===== src/rtl/ddr4_v2_2_20_mc_act_arb_if.sv =====
// ACT arbiter port bundle: the four group ports' requests plus the
// arbiter's grant, lookahead and block/drain handshake signals.
// master = request side (group ports, act timer, refresh/ZQ control),
// slave  = the arbiter.
interface ddr4_v2_2_20_mc_act_arb_if #(
    parameter int RKBITS    = 2,
    parameter int LR_WIDTH  = 1,
    parameter int RANK_SLAB = 4
);
    logic [3:0]            act_req;
    logic [3:0]            act_req_t;
    logic [4*RKBITS-1:0]   cmd_rank;
    logic [4*LR_WIDTH-1:0] cmd_lrank;
    logic                  block_req;
    logic                  block_ack;
    logic [3:0]            act_win_port_nxt;
    logic [RANK_SLAB-1:0]  act_rank_update;
    logic [3:0]            win_port;
    logic [RKBITS-1:0]     win_rank;
    logic [LR_WIDTH-1:0]   win_lrank;

    modport master (
        output act_req, act_req_t, cmd_rank, cmd_lrank, block_req,
        input  block_ack, act_win_port_nxt, act_rank_update,
               win_port, win_rank, win_lrank
    );

    modport slave (
        input  act_req, act_req_t, cmd_rank, cmd_lrank, block_req,
        output block_ack, act_win_port_nxt, act_rank_update,
               win_port, win_rank, win_lrank
    );
endinterface


===== src/rtl/ddr4_v2_2_20_mc_act_arb.sv =====
// Activate-command arbiter: shares the single ACT issue slot among the four
// group ports. Requests are qualified by per-port timing-ok, one winner is
// picked round-robin, and the registered winner/rank is returned to the
// ports and act timer. A RUN/DRAIN/BLOCKED FSM lets refresh/ZQ stop ACT
// issue and wait for any in-flight grant to clear before acknowledging.
//
// Optional feature macro: ACT_ARB_STARVE_EN
//   defined   -> per-port loss counters; a port that has lost STARVE_MAX
//                times while eligible is granted ahead of round-robin.
//   undefined -> pure round-robin.
// Flops carry no clock-to-q delay; reset is synchronous, active-low.
module ddr4_v2_2_20_mc_act_arb #(
    parameter int RKBITS    = 2,
    parameter int LR_WIDTH  = 1,
    parameter int RANK_SLAB = 4
`ifdef ACT_ARB_STARVE_EN
    ,
    parameter int STARVE_MAX = 7
`endif
) (
    input  logic                      clk,
    input  logic                      rst,
    ddr4_v2_2_20_mc_act_arb_if.slave  bus
);

    localparam logic [1:0] ST_RUN     = 2'd0;
    localparam logic [1:0] ST_DRAIN   = 2'd1;
    localparam logic [1:0] ST_BLOCKED = 2'd2;

    logic [1:0]           state_reg, state_next;
    logic [1:0]           ptr_reg, ptr_next;
    logic [3:0]           win_port_reg, win_port_next;
    logic [RKBITS-1:0]    win_rank_reg, win_rank_next;
    logic [LR_WIDTH-1:0]  win_lrank_reg, win_lrank_next;

    logic [3:0]           elig;
    logic                 rr_any;
    logic [1:0]           rr_idx;
    logic                 grant_any;
    logic [1:0]           grant_idx;
    logic [3:0]           grant;
    logic [RKBITS-1:0]    grant_rank;
    logic [LR_WIDTH-1:0]  grant_lrank;
    logic [RANK_SLAB-1:0] rank_update;

    logic [RKBITS-1:0]    rank_arr  [4];
    logic [LR_WIDTH-1:0]  lrank_arr [4];

    genvar gi;

    // Unpack the per-port rank fields so the winner can be selected by index.
    generate
        for (gi = 0; gi < 4; gi++) begin : g_unpack
            assign rank_arr[gi]  = bus.cmd_rank[gi*RKBITS +: RKBITS];
            assign lrank_arr[gi] = bus.cmd_lrank[gi*LR_WIDTH +: LR_WIDTH];
        end
    endgenerate

    // A port competes only while running, out of reset, timing-ok, and not
    // in its ack cycle (it is still holding actReq then).
    assign elig = bus.act_req & bus.act_req_t & ~win_port_reg
                & {4{(state_reg == ST_RUN) && rst}};

    // Round-robin search starting at the pointer; first eligible port wins.
    always_comb begin
        rr_any = 1'b0;
        rr_idx = ptr_reg;
        for (int k = 0; k < 4; k++) begin
            if (!rr_any && elig[ptr_reg + 2'(k)]) begin
                rr_any = 1'b1;
                rr_idx = ptr_reg + 2'(k);
            end
        end
    end

`ifdef ACT_ARB_STARVE_EN
    localparam int SW = ($clog2(STARVE_MAX + 1) < 3) ? 3 : $clog2(STARVE_MAX + 1);

    logic [3:0] at_max;
    logic [3:0] starved;
    logic       starve_any;
    logic [1:0] starve_idx;

    // Per-port loss counters: count eligible-but-not-granted cycles,
    // saturate at the limit, clear when the port is granted.
    generate
        for (gi = 0; gi < 4; gi++) begin : g_starve
            logic [SW-1:0] cnt_reg;

            // Loss counter for this port.
            always_ff @(posedge clk) begin
                if (!rst) begin
                    cnt_reg <= '0;
                end else if (grant[gi]) begin
                    cnt_reg <= '0;
                end else if (elig[gi] && (cnt_reg != SW'(STARVE_MAX))) begin
                    cnt_reg <= cnt_reg + 1'b1;
                end
            end

            assign at_max[gi] = (cnt_reg == SW'(STARVE_MAX));
        end
    endgenerate

    assign starved    = elig & at_max;
    assign starve_any = |starved;

    // Lowest-index starved port takes precedence over round-robin.
    always_comb begin
        starve_idx = 2'd0;
        for (int k = 3; k >= 0; k--) begin
            if (starved[k]) begin
                starve_idx = 2'(k);
            end
        end
    end

    assign grant_idx = starve_any ? starve_idx : rr_idx;
`else
    assign grant_idx = rr_idx;
`endif

    assign grant_any   = rr_any;
    assign grant_rank  = rank_arr[grant_idx];
    assign grant_lrank = lrank_arr[grant_idx];

    // One-hot winner and one-hot rank of the winner for the lookahead outputs.
    generate
        for (gi = 0; gi < 4; gi++) begin : g_grant
            assign grant[gi] = grant_any && (grant_idx == 2'(gi));
        end
        for (gi = 0; gi < RANK_SLAB; gi++) begin : g_rank_upd
            assign rank_update[gi] = grant_any && (int'(grant_rank) == gi);
        end
    endgenerate

    // Next registered winner, rank hold and pointer advance past the winner.
    always_comb begin
        win_port_next  = grant;
        win_rank_next  = win_rank_reg;
        win_lrank_next = win_lrank_reg;
        ptr_next       = ptr_reg;
        if (grant_any) begin
            win_rank_next  = grant_rank;
            win_lrank_next = grant_lrank;
            ptr_next       = grant_idx + 2'd1;
        end
    end

    // Block/drain FSM: stop new grants, wait for the in-flight ack to clear.
    always_comb begin
        state_next = state_reg;
        case (state_reg)
            ST_RUN: begin
                if (bus.block_req) state_next = ST_DRAIN;
            end
            ST_DRAIN: begin
                if (!bus.block_req)         state_next = ST_RUN;
                else if (win_port_reg == 4'b0) state_next = ST_BLOCKED;
            end
            ST_BLOCKED: begin
                if (!bus.block_req) state_next = ST_RUN;
            end
            default: state_next = ST_RUN;
        endcase
    end

    // State, pointer and registered winner outputs.
    always_ff @(posedge clk) begin
        if (!rst) begin
            state_reg     <= ST_RUN;
            ptr_reg       <= 2'd0;
            win_port_reg  <= 4'b0;
            win_rank_reg  <= '0;
            win_lrank_reg <= '0;
        end else begin
            state_reg     <= state_next;
            ptr_reg       <= ptr_next;
            win_port_reg  <= win_port_next;
            win_rank_reg  <= win_rank_next;
            win_lrank_reg <= win_lrank_next;
        end
    end

    assign bus.act_win_port_nxt = grant;
    assign bus.act_rank_update  = rank_update;
    assign bus.win_port         = win_port_reg;
    assign bus.win_rank         = win_rank_reg;
    assign bus.win_lrank        = win_lrank_reg;
    assign bus.block_ack        = (state_reg == ST_BLOCKED);

endmodule


===== src/flat_wrapper.sv =====
// flat-port wrapper written by rule: the top's interface ports become plain ports
module ddr4_v2_2_20_mc_act_arb_flat 
#(
    parameter int RKBITS    = 2,
    parameter int LR_WIDTH  = 1,
    parameter int RANK_SLAB = 4

)
  (clk, rst, bus_act_req, bus_act_req_t, bus_cmd_rank, bus_cmd_lrank, bus_block_req, bus_block_ack, bus_act_win_port_nxt, bus_act_rank_update, bus_win_port, bus_win_rank, bus_win_lrank);
  ddr4_v2_2_20_mc_act_arb_if #(.RKBITS(RKBITS), .LR_WIDTH(LR_WIDTH), .RANK_SLAB(RANK_SLAB)) bus_i ();
  input  logic clk;
  input  logic rst;
  input wire logic [$bits(bus_i.act_req)-1:0] bus_act_req;
  input wire logic [$bits(bus_i.act_req_t)-1:0] bus_act_req_t;
  input wire logic [$bits(bus_i.cmd_rank)-1:0] bus_cmd_rank;
  input wire logic [$bits(bus_i.cmd_lrank)-1:0] bus_cmd_lrank;
  input wire logic [$bits(bus_i.block_req)-1:0] bus_block_req;
  output wire logic [$bits(bus_i.block_ack)-1:0] bus_block_ack;
  output wire logic [$bits(bus_i.act_win_port_nxt)-1:0] bus_act_win_port_nxt;
  output wire logic [$bits(bus_i.act_rank_update)-1:0] bus_act_rank_update;
  output wire logic [$bits(bus_i.win_port)-1:0] bus_win_port;
  output wire logic [$bits(bus_i.win_rank)-1:0] bus_win_rank;
  output wire logic [$bits(bus_i.win_lrank)-1:0] bus_win_lrank;
  assign bus_i.act_req = bus_act_req;
  assign bus_i.act_req_t = bus_act_req_t;
  assign bus_i.cmd_rank = bus_cmd_rank;
  assign bus_i.cmd_lrank = bus_cmd_lrank;
  assign bus_i.block_req = bus_block_req;
  assign bus_block_ack = bus_i.block_ack;
  assign bus_act_win_port_nxt = bus_i.act_win_port_nxt;
  assign bus_act_rank_update = bus_i.act_rank_update;
  assign bus_win_port = bus_i.win_port;
  assign bus_win_rank = bus_i.win_rank;
  assign bus_win_lrank = bus_i.win_lrank;
  ddr4_v2_2_20_mc_act_arb #(.RKBITS(RKBITS), .LR_WIDTH(LR_WIDTH), .RANK_SLAB(RANK_SLAB)) u_core (.clk(clk), .rst(rst), .bus(bus_i));
endmodule

===== config.mk =====
export PLATFORM = sky130hd
export DESIGN_NAME = ddr4_v2_2_20_mc_act_arb_flat
export DESIGN_NICKNAME = d
export VERILOG_FILES = /design/src/rtl/ddr4_v2_2_20_mc_act_arb_if.sv /design/src/rtl/ddr4_v2_2_20_mc_act_arb.sv /design/src/flat_wrapper.sv
export SDC_FILE = /design/constraint.sdc
export NUM_CORES = 1
export LEC_CHECK = 0
export CAP_MARGIN = 0
export CORE_AREA = 2 2 46 48
export DETAILED_ROUTE_END_ITERATION = 12
export DIE_AREA = 0 0 48 50
export DONT_BUFFER_PORTS = 1
export PLACE_DENSITY = 0.66
export SYNTH_ARGS = -nofsm -noshare
export SYNTH_HDL_FRONTEND = slang
export SYNTH_SLANG_ARGS = --single-unit

===== constraint.sdc =====
create_clock -name clk -period 2.8 [get_ports clk]
set_clock_uncertainty 0.15 [all_clocks]
set_input_delay 0.56 -clock clk [delete_from_list [all_inputs] [get_ports clk]]
set_output_delay 0.56 -clock clk [all_outputs]
set_load 0.005 [all_outputs]

=== Word level (Yosys, flattened, before mapping) ===
Cells that the tools add are included.

* Bits in registers: 11
* Bits of input ports: 23
* Output and inout bits: 16

* $add $sub $neg: 4
* Magnitude comparators: 5
* Equality and inequality tests: 11
* Multiplexer cells: 26
* Bitwise gates (word level): 5
* Reduce and logical (&&, ||, !) cells: 20

{| class="wikitable"
|+ Operators by type and width
! kind !! count
|-
| 2-bit 2-to-1 mux || 9
|-
| 4-bit bitwise AND || 3
|-
| 1-bit logical AND || 12
|-
| 2-bit by 3-bit less-than comparator with 1-bit output (second input constant) || 4
|-
| 1-bit binary-select mux with 2-bit select || 5
|-
| 2-bit equality test (second input constant) || 5
|-
| 1-bit 2-to-1 mux || 10
|-
| 2-bit by 1-bit equality test with 1-bit output (second input constant) || 3
|-
| 2-bit zero test || 3
|-
| 2-bit case mux with 3 select lines || 1
|-
| 2-bit by 1-bit adder with 2-bit output (second input constant) || 2
|-
| 2-bit adder (second input constant) || 2
|-
| 2-bit binary-select mux with 2-bit select || 1
|-
| 4-bit zero test || 1
|-
| 2-bit inequality test (second input constant) || 2
|-
| 4-bit NOT || 1
|-
| 3-bit greater-or-equal comparator (second input constant) || 1
|-
| 1-bit zero test || 3
|-
| 3-bit by 2-bit inequality test with 1-bit output (second input constant) || 1
|-
| 2-bit NOT with 3-bit output || 1
|-
| 3-bit AND reduction || 1
|}

=== Logic depth before layout (Yosys ltp) ===
* Depth after elaboration: 21
* Mapped depth: 8
* Depth with buffers taken out: 7

=== Worst setup path after synthesis ===
No wires, ideal clock.

* Kind: input port to output port
* Start point: input rst
* End point: output bus_act_rank_update[2]
* Data arrival time: 2.044 ns
* Required time: 2.090 ns
* Setup slack: 0.046 ns
* Stages: 6
* Path through: nor3b_2 -> o21ai_2 -> o21a_4 -> a21oi_4 -> mux2_4 -> o32ai_1

* Longest elaborated chain between the ends: 20
* Elaborated cells between the ends (all ways): 29

{| class="wikitable"
|+ RTL lines
! element !! RTL line !! text
|-
| from (decl) || flat_wrapper.sv:12 || <nowiki>input logic rst;</nowiki>
|-
| 1-bit logical AND * || ddr4_v2_2_20_mc_act_arb.sv:62 || <nowiki>& {4{(state_reg == ST_RUN) && rst}};</nowiki>
|-
| 4-bit bitwise AND * || ddr4_v2_2_20_mc_act_arb.sv:62 ||
|-
| 1-bit binary-select mux with 2-bit select || ddr4_v2_2_20_mc_act_arb.sv:69 || <nowiki>if (!rr_any && elig[ptr_reg + 2'(k)]) begin</nowiki>
|-
| 1-bit 2-to-1 mux (not written as such) || ddr4_v2_2_20_mc_act_arb.sv:69 ||
|-
| 1-bit 2-to-1 mux || ddr4_v2_2_20_mc_act_arb.sv:69 ||
|-
| 1-bit zero test || ddr4_v2_2_20_mc_act_arb.sv:69 ||
|-
| 1-bit logical AND || ddr4_v2_2_20_mc_act_arb.sv:69 ||
|-
| 1-bit 2-to-1 mux || ddr4_v2_2_20_mc_act_arb.sv:69 ||
|-
| [... 3 more ...] || n/a ||
|-
| 1-bit zero test || ddr4_v2_2_20_mc_act_arb.sv:69 ||
|-
| 1-bit logical AND || ddr4_v2_2_20_mc_act_arb.sv:69 ||
|-
| 2-bit 2-to-1 mux || ddr4_v2_2_20_mc_act_arb.sv:69 ||
|-
| 2-bit NOT with 3-bit output (not written as such) || ddr4_v2_2_20_mc_act_arb.sv:124 || <nowiki>assign grant_rank = rank_arr[grant_idx];</nowiki>
|-
| 2-bit binary-select mux with 2-bit select || ddr4_v2_2_20_mc_act_arb.sv:124 ||
|-
| 2-bit 2-to-1 mux (not written as such) (2 in a row) || ddr4_v2_2_20_mc_act_arb.sv:124 ||
|-
| 2-bit equality test || ddr4_v2_2_20_mc_act_arb.sv:133 || <nowiki>assign rank_update[gi] = grant_any && (int'(grant_rank) == gi);</nowiki>
|-
| 1-bit logical AND * || ddr4_v2_2_20_mc_act_arb.sv:133 ||
|-
| to (decl) || flat_wrapper.sv:20 || <nowiki>output wire logic [$bits(bus_i.act_rank_update)-1:0] bus_act_rank_update;</nowiki>
|}

Every way passes the cells marked *; elsewhere a longest branch is shown, timed or not. The select of a mux whose other input is x is not followed.

=== Worst setup path in the final report ===
* Start point: register u_core.state_reg[1]
* End point: output bus_act_rank_update[0]

* Longest elaborated chain between the ends: 21
* Elaborated cells between the ends (all ways): 30

{| class="wikitable"
|+ RTL lines
! element !! RTL line !! text
|-
| from (decl) || ddr4_v2_2_20_mc_act_arb.sv:30 || <nowiki>logic [1:0] state_reg, state_next;</nowiki>
|-
| from (signal assigned) || ddr4_v2_2_20_mc_act_arb.sv:177 || <nowiki>state_reg <= state_next;</nowiki>
|-
| 2-bit zero test * || ddr4_v2_2_20_mc_act_arb.sv:62 ||
|-
| 1-bit logical AND * || ddr4_v2_2_20_mc_act_arb.sv:62 ||
|-
| 4-bit bitwise AND * || ddr4_v2_2_20_mc_act_arb.sv:62 ||
|-
| 1-bit binary-select mux with 2-bit select || ddr4_v2_2_20_mc_act_arb.sv:69 ||
|-
| 1-bit 2-to-1 mux (not written as such) || ddr4_v2_2_20_mc_act_arb.sv:69 ||
|-
| 1-bit 2-to-1 mux || ddr4_v2_2_20_mc_act_arb.sv:69 ||
|-
| 1-bit zero test || ddr4_v2_2_20_mc_act_arb.sv:69 ||
|-
| 1-bit logical AND || ddr4_v2_2_20_mc_act_arb.sv:69 ||
|-
| [... 4 more ...] || n/a ||
|-
| 1-bit zero test || ddr4_v2_2_20_mc_act_arb.sv:69 ||
|-
| 1-bit logical AND || ddr4_v2_2_20_mc_act_arb.sv:69 ||
|-
| 2-bit 2-to-1 mux || ddr4_v2_2_20_mc_act_arb.sv:69 ||
|-
| 2-bit NOT with 3-bit output (not written as such) || ddr4_v2_2_20_mc_act_arb.sv:124 ||
|-
| 2-bit binary-select mux with 2-bit select || ddr4_v2_2_20_mc_act_arb.sv:124 ||
|-
| 2-bit 2-to-1 mux (not written as such) (2 in a row) || ddr4_v2_2_20_mc_act_arb.sv:124 ||
|-
| 2-bit zero test || ddr4_v2_2_20_mc_act_arb.sv:133 ||
|-
| 1-bit logical AND * || ddr4_v2_2_20_mc_act_arb.sv:133 ||
|}

Marks and branches as above.

==> reports/results.txt <==
The run finished, with violations left. The final reports fail on setup timing. The tool flagged a number of max-cap violations equal to 0. For this run, the post-layout net count is 137. Measured along the x axis, the die boundary spans 48 um.

Yosys attributes the largest share of cell area to dfxtp_1, and2_1, ha_1. Cts-stage hold buffer count: 0. The first routing iteration left 10 violations.

The mean post-synth cell area came out at 9.17 sq um. The average vias per placed instance works out to 5.99. At the worst endpoint, the required time is 2.09 ns. For the number of failing hold endpoints at the final stage, the log shows 0.

The placed cell area is 980 sq um, and the peak supply drop is 0.000318 V. The number of flip-flops in the largest register works out to 4. The tools report the worst-case setup margin in the final layout as -0.00892 ns.

For this run the aggregate overflow at the end of global routing stands at 0. For the minimum hold slack, the log shows 0.279 ns. In this run the deepest clock path goes through 2 buffers. The die covers 2400 sq um.

The tools report the final design instance area without fill as 1110 sq um. The worst hold path belongs to the class primary input to flop. The fraction of registers with async set/reset is 0, and the remaining routing DRC violations is 0.

The tools report the master cell of the clock root buffer as clkbuf_4. The number of antenna violations at the first check in global routing was 0; the number of pins with negative max-slew slack in the final report was 0. Before antenna repair, the detailed router went through 4 iterations.

The clock slew at the register clock pins of the worst setup and hold paths is 0.07 ns, and the synthesis-to-layout area growth is 21.0%. The number of different library cells used by synthesis comes to 48. At the end of routability-driven placement, the weighted congestion stood at 0.849. The top fanout value on the critical path came out at 5. Counting the fill cells in the layout gives 162. The antenna diode count is 0. Counting flops and latches in the post-synthesis netlist gives 11. The fraction of the core area covered by cells at the end of the flow was 0.584; the worst max-slew margin expressed relative to the limit was 0.621.

The multi-input combinational cells in the finished layout cover a total of 761 sq um. At the later pin of the worst-skew pair, clock insertion delay measures 0.25 ns. The core region is 1900 sq um. The run gives 130 as the number of cells in the design after placement.

The worst hold path begins at rst. The number of nets in the synthesized netlist is 127. Clock tree synthesis inserted a total of 3 buffers. For the arrival time reported for the critical path endpoint, the log shows 2.10 ns. In the final routed layout, each cell accounts on average for 15.8 um. In this run the remaining antenna-violating nets after routing total 0. Among all flip-flop cells after synthesis, the most frequent one is dfxtp_1. The logs give 136 for the count of placed standard cells in the final layout, fillers left out and 356 MHz for the achievable frequency. The area share of the leading cell type in the synthesized netlist came out at 0.240. The effective utilization at floorplan is 0.482, and the maximum number of pins on one net before global-route repair is 13. Yosys instantiated no cell more often than dfxtp_1.

Synthesis produced a netlist whose cell count is 100. The clock drives 11 sinks. The run gives 1 as the number of H-tree branching levels.

Static leakage: 0.437 nW. The startpoint of the most critical setup path is u_core.state_reg[1]. The time the final worst path needs with I/O delays and setup was 2.81 ns.

The worst register-to-register path begins at u_core.state_reg[1]. The worst setup path is of the flop to output port kind. TritonCTS built the clock tree. Dividing total power by cell area gives a power density of 462 nW/um^2. In this run the cell area of the synthesized design comes to 917 sq um. The logs give 0.184 for the total routing resource utilization after global routing and 0.240 for the sequential fraction of the synthesis area. The number of port buffers works out to 0. Of all cell types, the one taking the most synthesized area is dfxtp_1. During I/O placement, the number of pins put on the boundary was 39.

The first global-routing pass estimated 3240 um of wire. The initialized floorplan defines 16 standard-cell rows. The fraction of layout cells with a size suffix above 1 works out to 0.385. The worst setup path is captured at an output port. For the pin with the worst max-slew slack, the measured transition is 0.564 ns.

For this block, the routed nets add up to 2150 um of wire. For the number of failing setup endpoints in the final timing report, the log shows 3. Counting instances in the post-synthesis netlist gives the leading cell types as dfxtp_1, and2_1, nand2_1, nor2_1. The via count of the first global-routing pass was 739; the total power was 0.513 mW. Setup repair after global routing could not meet its margin everywhere. Yosys mapped a number of flops with a built-in enable equal to 0.

The share of the cycle needed by the critical path after routing came out at 1.00. The routed layout has 814 vias. From bottom edge to top edge, the die measures 50 um.

The sort of element at the start of the critical path is a flop. The tools report the half-perimeter wire length of the detailed placement result as 1650 um. The combined flip-flop and latch cell area is 225 sq um. During synthesis, Yosys emitted a total of 0 warnings.
layout by cell type, fill, tap and decap left out, types with 2 or more instances in the layout:
cell,instances
a21oi_4,2
a221o_1,2
and2_1,8
and2b_2,2
and3_2,2
and3b_2,2
buf_4,7
clkbuf_4,3
dfxtp_1,9
ha_1,4
inv_1,2
mux2_4,2
mux2i_1,2
mux2i_2,2
nand2_1,7
nand3_1,3
nand3b_4,2
nor2_1,6
o211ai_1,4
o21ai_0,2
o21ai_2,2
o32ai_4,2
what timing repair did:
item | CTS | global route
pin swaps | 2 | 7
cloned | 0 | 0
setup endpoints to repair | 3 | 8
gates resized for setup | 9 | 8
buffers inserted | 0 | 2
critical path, cell delays in order (launching register included):
cell	delay (ns)
dfxtp_4	0.36
or3b_4	0.44
nor3b_4	0.28
a21oi_4	0.14
mux2i_2	0.35
a32o_1	0.26
layout make-up:
| cell class | instances | area share |
|---|---|---|
| Tap cell | 27 | 0.0304 |
| Timing Repair Buffer | 7 | 0.0474 |
| Clock buffer | 4 | 0.0237 |
| Multi-Input combinational cell | 84 | 0.685 |
| Inverter | 3 | 0.0101 |
| Sequential cell | 11 | 0.203 |
worst paths after layout:
path | slack (ns) | depth (start not counted) | endpoint
worst max-delay path | -0.009 | 5 | bus_act_rank_update[0]
worst min-delay path | 0.28 | 1 | u_core.ptr_reg[0]
worst max register to register | 0.66 | 5 | u_core.bus.win_rank[1]
worst min register to register | 0.30 | 1 | u_core.state_reg[0]
metal layers:
| layer | share of wire | wire length [um] | global-route usage | up-vias |
|---|---|---|---|---|
| met5 | 0 | 0 | 0 | - |
| met4 | 0.023 | 50 | 0.0676 | 0 |
| met3 | 0.047 | 101 | 0.0220 | 4 |
| met2 | 0.52 | 1120 | 0.304 | 22 |
| met1 | 0.41 | 884 | 0.235 | 389 |
| li1 | - | - | - | 399 |
kinds of logic after synthesis:
group | synth area share
flops | 0.240
buf+inv | 0.0218
simple gates | 0.327
mux | 0.0764
fa+ha+maj | 0.0546
compound gates | 0.280
power breakdown:
part	switching, mW	internal, mW
clock network	0.0489	0.0549
registers	0.0162	0.174
logic	0.117	0.103
total	0.182	0.331
stage by stage:
stage	setup TNS [ns]	setup slack, ns
global placement	0	0.0818
finish	-0.0187	-0.00892
floorplan	0	0.0463
global route	-0.369	-0.0902
CTS	0	0.00302
detailed placement	0	0.0356
No activity file was read; power rests on OpenSTA's default activity.
